File: src/rtl/fc_rx_framer.sv
// FC 8G receive framer: delineates SOF/EOF-bounded frames from the aligned 36-bit RX stream
// and forwards them as Avalon-ST packets, flagging runt/oversize/aborted frames.
module fc_rx_framer #(
  parameter int unsigned MAX_FRAME_WORDS = 537,
  parameter int unsigned MIN_FRAME_WORDS = 9
) (
  input  logic        clk,
  input  logic        reset_n,
  input  logic [35:0] in_data,
  input  logic        in_valid,
  output logic [31:0] out_data,
  output logic        out_valid,
  output logic        out_startofpacket,
  output logic        out_endofpacket,
  output logic        out_error,
  output logic        in_frame,
  output logic [15:0] frames_ok,
  output logic [15:0] frames_err
);

  typedef enum logic {IDLE, FRAME} state_t;

  localparam logic [9:0]  MAX_W = 10'(MAX_FRAME_WORDS);
  localparam logic [10:0] MIN_W = 11'(MIN_FRAME_WORDS);

  state_t      state, state_nxt;
  logic [9:0]  cnt;
  logic        h_valid, h_sop, h_eop, h_err;
  logic [31:0] h_data;

  logic [3:0]  kin;
  logic [31:0] din;
  logic        is_os, is_sof, is_eof, is_data;

  logic        emit, abort, load, ld_sop, ld_eop, ld_err;
  logic        emit_eop, emit_err;

  assign kin = in_data[35:32];
  assign din = in_data[31:0];

  always_comb begin
    is_os   = (kin == 4'b1000) && (din[31:24] == 8'hBC);
    is_sof  = is_os && (din[23:16] == 8'hB5) && (din[15:8] == din[7:0]) &&
              ((din[12:8] == 5'h16) || (din[12:8] == 5'h17) || (din[12:8] == 5'h18));
    is_eof  = is_os && ((din[23:16] == 8'h95) || (din[23:16] == 8'hB5)) &&
              (din[15:8] == din[7:0]) &&
              ((din[15:8] == 8'h35) || (din[15:8] == 8'h75) ||
               (din[15:8] == 8'hD5) || (din[15:8] == 8'hF5));
    is_data = (kin == 4'h0);
  end

  // In FRAME the hold register is always occupied, so every input cycle emits it;
  // 'abort' forces eop/err onto the emitted word.
  always_comb begin
    emit      = 1'b0;
    abort     = 1'b0;
    load      = 1'b0;
    ld_sop    = 1'b0;
    ld_eop    = 1'b0;
    ld_err    = 1'b0;
    state_nxt = state;
    case (state)
      IDLE: begin
        emit = h_valid;
        if (in_valid && is_sof) begin
          load      = 1'b1;
          ld_sop    = 1'b1;
          state_nxt = FRAME;
        end
      end
      FRAME: begin
        emit = 1'b1;
        if (!in_valid) begin
          abort     = 1'b1;
          state_nxt = IDLE;
        end else if (is_data) begin
          if (cnt < MAX_W) begin
            load = 1'b1;
          end else begin
            abort     = 1'b1;
            state_nxt = IDLE;
          end
        end else if (is_eof) begin
          load      = 1'b1;
          ld_eop    = 1'b1;
          ld_err    = (({1'b0, cnt} + 11'd1) < MIN_W);
          state_nxt = IDLE;
        end else if (is_sof) begin
          abort  = 1'b1;
          load   = 1'b1;
          ld_sop = 1'b1;
        end else begin
          abort     = 1'b1;
          state_nxt = IDLE;
        end
      end
      default: state_nxt = IDLE;
    endcase
    emit_eop = h_eop | abort;
    emit_err = h_err | abort;
  end

  always_ff @(posedge clk or negedge reset_n) begin
    if (!reset_n) begin
      state             <= IDLE;
      cnt               <= '0;
      h_valid           <= 1'b0;
      h_data            <= '0;
      h_sop             <= 1'b0;
      h_eop             <= 1'b0;
      h_err             <= 1'b0;
      out_data          <= '0;
      out_valid         <= 1'b0;
      out_startofpacket <= 1'b0;
      out_endofpacket   <= 1'b0;
      out_error         <= 1'b0;
      frames_ok         <= '0;
      frames_err        <= '0;
    end else begin
      state     <= state_nxt;
      out_valid <= emit;
      if (emit) begin
        out_data          <= h_data;
        out_startofpacket <= h_sop;
        out_endofpacket   <= emit_eop;
        out_error         <= emit_err;
        if (emit_eop) begin
          if (emit_err) begin
            if (frames_err != '1) frames_err <= frames_err + 16'd1;
          end else begin
            if (frames_ok != '1) frames_ok <= frames_ok + 16'd1;
          end
        end
      end
      if (load) begin
        h_valid <= 1'b1;
        h_data  <= din;
        h_sop   <= ld_sop;
        h_eop   <= ld_eop;
        h_err   <= ld_err;
        cnt     <= ld_sop ? 10'd1 : cnt + 10'd1;
      end else if (emit) begin
        h_valid <= 1'b0;
      end
    end
  end

  assign in_frame = (state == FRAME);

endmodule

File: config.mk
export PLATFORM = sky130hd
export DESIGN_NAME = fc_rx_framer
export DESIGN_NICKNAME = d
export VERILOG_FILES = /design/src/rtl/fc_rx_framer.sv
export SDC_FILE = /design/constraint.sdc
export NUM_CORES = 1
export LEC_CHECK = 0
export CORE_MARGIN = 2
export CORE_UTILIZATION = 30
export DETAILED_ROUTE_END_ITERATION = 8
export DONT_BUFFER_PORTS = 1
export GPL_ROUTABILITY_DRIVEN = 0
export SKIP_LAST_GASP = 1
export SYNTH_ARGS = -nofsm -noshare
export SYNTH_HDL_FRONTEND = slang
export SYNTH_SLANG_ARGS = --single-unit
File: constraint.sdc
create_clock -name clk -period 2.3 [get_ports clk]
set_input_delay 0.23 -clock clk [delete_from_list [all_inputs] [get_ports clk]]
set_output_delay 0.23 -clock clk [all_outputs]
set_load 0.005 [all_outputs]
==> impl_metrics.toml <==
[outcome]
status = "complete, but fails checks"
violations = "negative hold slack"

[detailed_routing]
first_pass_iters = 4
vias_per_cell = 5.13
dr_total_vias = 3876
drc = 0
initialDrtViolationCount = 167
final_antenna_net_count = 0
routed_wl_mm = 13.9
wl_per_cell_um = 18.4

[flow_run]
cap_violations = 0

[synthesis]
syn_nets = 482
netlist-cell-type-count = 60
yosys.area.top_type = "dfrtp_1"
yosys_warnings = 0
synthFlopType = "dfrtp_1"
yosysSeqAreaShare_pct = 52.8
async_reset_ff_share_pct = 100
synth.avg_cell_area_um2 = 12.4
yosysTopAreaCellShare_pct = 52.8
synthTopCellsByArea = "dfrtp_1, mux2_2, mux2_4"
synth_edf_count = 0
syn_inst = 438
netlist_area_um2 = 5450
synth-seq-cells = 115

[floorplanning]
rows = 49
initial_utilization_pct = 30.5
fp.dieH_um = 139
die_w_um = 139
boundaryPins = 108
core-area_um2 = 17900
die_area_um2 = 19300

[placement]
post-place-cells = 691
io_buffers = 0
place_hpwl_mm = 9.63
placed_area_um2 = 5980
pre_cts_ws_ns = 0.0167

[timing]
fin_crit_sh_pct = 97.7
timing.hold.ws_ns = -0.488
worst_pin_slew_ns = 0.513
worst_slack_ns = 0.0535
rsz0062_at_grt = "yes"
maxSlewHeadroom_pct = 65.5
finalHoldViolCount = 115
max_freq_mhz = 445
skew_ns = 0.00656
min_period_ns = 2.25
final_max_slew_viol_count = 0
finalSetupViolCount = 0

[global_route]
antenna_found_initial = 0
overflow = 0
grt_max_degree = 116
grt_usage_pct = 14.6
grt_pass1_wl_mm = 22.6
grt_pass1_vias = 4111

[clock_network]
holdBufCountCts = 32
tritoncts = "done"
cts_buffer_depth = 2
clk_pin_slew_ns = 0.06
clk_latency_ns = 0.41
clock_tree.root_cell = "clkbuf_16"
h-tree-depth = 4
cts.sinks = 115
cts_buffers = 17

[final_layout]
drive_gt1_share_pct = 29.6
antenna-diode-count = 0
nNetsFinal = 558
mostFrequentLayoutCells = "dfrtp_1, mux2_2, buf_4, xor2_1, dlygate4sd3_1"
final_common_cell = "dfrtp_1"
stdcell_count = 756
final.fill_count = 1736
design_area_um2 = 6950
syn2layout_area_growth_pct = 27.5

[setup_path]
crit_required_ns = 2.63
path_class = "reg2reg"
reg2reg_depth = 9
arrival_ns = 2.58
end_kind = "register"
cp-start-kind = "register"
worstPathMaxFanout = 8

[worst_hold_path]
hp-class = "in2async"

[power_and_ir_drop]
power-per-cell-area_nw_per_um2 = 698
leakagePower_nw = 3.22
peakVddDrop_v = 0.000632
cell usage after synthesis, drive strengths merged, types with 4 or more instances:
cell / n
ha: 5
o211ai: 7
nand3: 15
nor4: 12
dfrtp: 115
nor2: 20
xor2: 34
nand4b: 4
clkbuf: 9
a21oi: 8
nand4: 13
nand2: 21
and4: 6
and3: 4
inv: 8
o31ai: 8
buf: 6
mux2: 70
o21ai: 6
nor3: 16
where the power goes:
part | internal [mW] | total (mW) | switching (mW) | leakage, nW
combinational | 0.0546 | 0.0829 | 0.0283 | 1.40
sequential | 2.02 | 2.02 | 0.00000000632 | 1.53
clock | 1.75 | 2.75 | 0.998 | 0.291
total | 3.83 | 4.85 | 1.03 | 3.22
area by class of cell:
cell class | count | area (um2) | share of cell area [%]
sequential | 115 | 2880 | 41.4
multi-input combinational | 300 | 2480 | 35.7
timing repair buffer | 72 | 662 | 9.52
clock buffer | 19 | 443 | 6.37
tap | 229 | 287 | 4.12
clock inverter | 13 | 174 | 2.50
inverter | 8 | 30.0 | 0.432
per-stage QoR:
stage               total power, mW  setup TNS [ns]  util [%]
detailed placement             2.10               0      33.4
global route                   4.99          -0.227      38.8
global placement               2.10               0      33.4
finish                         4.85               0      38.8
floorplan                      2.09               0         -
CTS                            4.90               0      38.6
state kept, by name, summed over array words and instances, names as in the netlist:
register,count
out_startofpacket,1
cnt,10
frames_err,16
frames_ok,16
h_sop,1
h_valid,1
h_err,1
h_data,32
in_frame,1
h_eop,1
out_data,32
out_valid,1
out_endofpacket,1
out_error,1
per-layer routing:
layer	vias up	GRT usage, %	part of all wire, %
li1	1771	-	-
met1	1947	18.4	43
met2	143	22.7	46
met3	15	6.70	9.5
met4	0	4.31	1.5
met5	-	0	0
worst max-delay path, cell delays in order (launching register included):
cell and delay (ns):
dfrtp_1 0.37, inv_1 0.08, ha_1 0.14, nor2b_2 0.15, o21ai_1 0.11, a31oi_1 0.29, o221ai_2 0.16, buf_4 0.19
or4_1 0.51, a21oi_1 0.16
what timing repair did:
| item | in CTS | in global routing |
|---|---|---|
| endpoints found under the hold margin | 147 | 115 |
| setup buffers | 0 | 1 |
| setup endpoints to repair | 0 | 64 |
| gates resized for setup | 0 | 7 |
final timing paths:
kind / from / end / slack [ns]
max: cnt[0]$_DFFE_PN0P_ / cnt[7]$_DFFE_PN0P_ / 0.05
min: reset_n / out_data[7]$_DFFE_PN0P_ / -0.49
max reg2reg: cnt[0]$_DFFE_PN0P_ / cnt[7]$_DFFE_PN0P_ / 0.05
min reg2reg: frames_ok[7]$_DFFE_PN0P_ / frames_ok[7]$_DFFE_PN0P_ / 0.50
max in group asynchronous: reset_n / frames_err[12]$_DFFE_PN0P_ / 2.63
min in group clk: in_valid / h_err$_DFFE_PN0P_ / 0.05
kinds of logic (layout without fill, tap and decap cells):
logic type	Yosys count	after routing	share of synthesized area [%]
flops	115	115	52.8
simple gates	138	138	15.1
fa+ha+maj	5	5	1.15
xor+xnor	37	37	5.94
buf+inv	23	112	2.18
mux	72	72	16.5
compound gates	48	48	6.31
(Power assumes the default switching activity.)
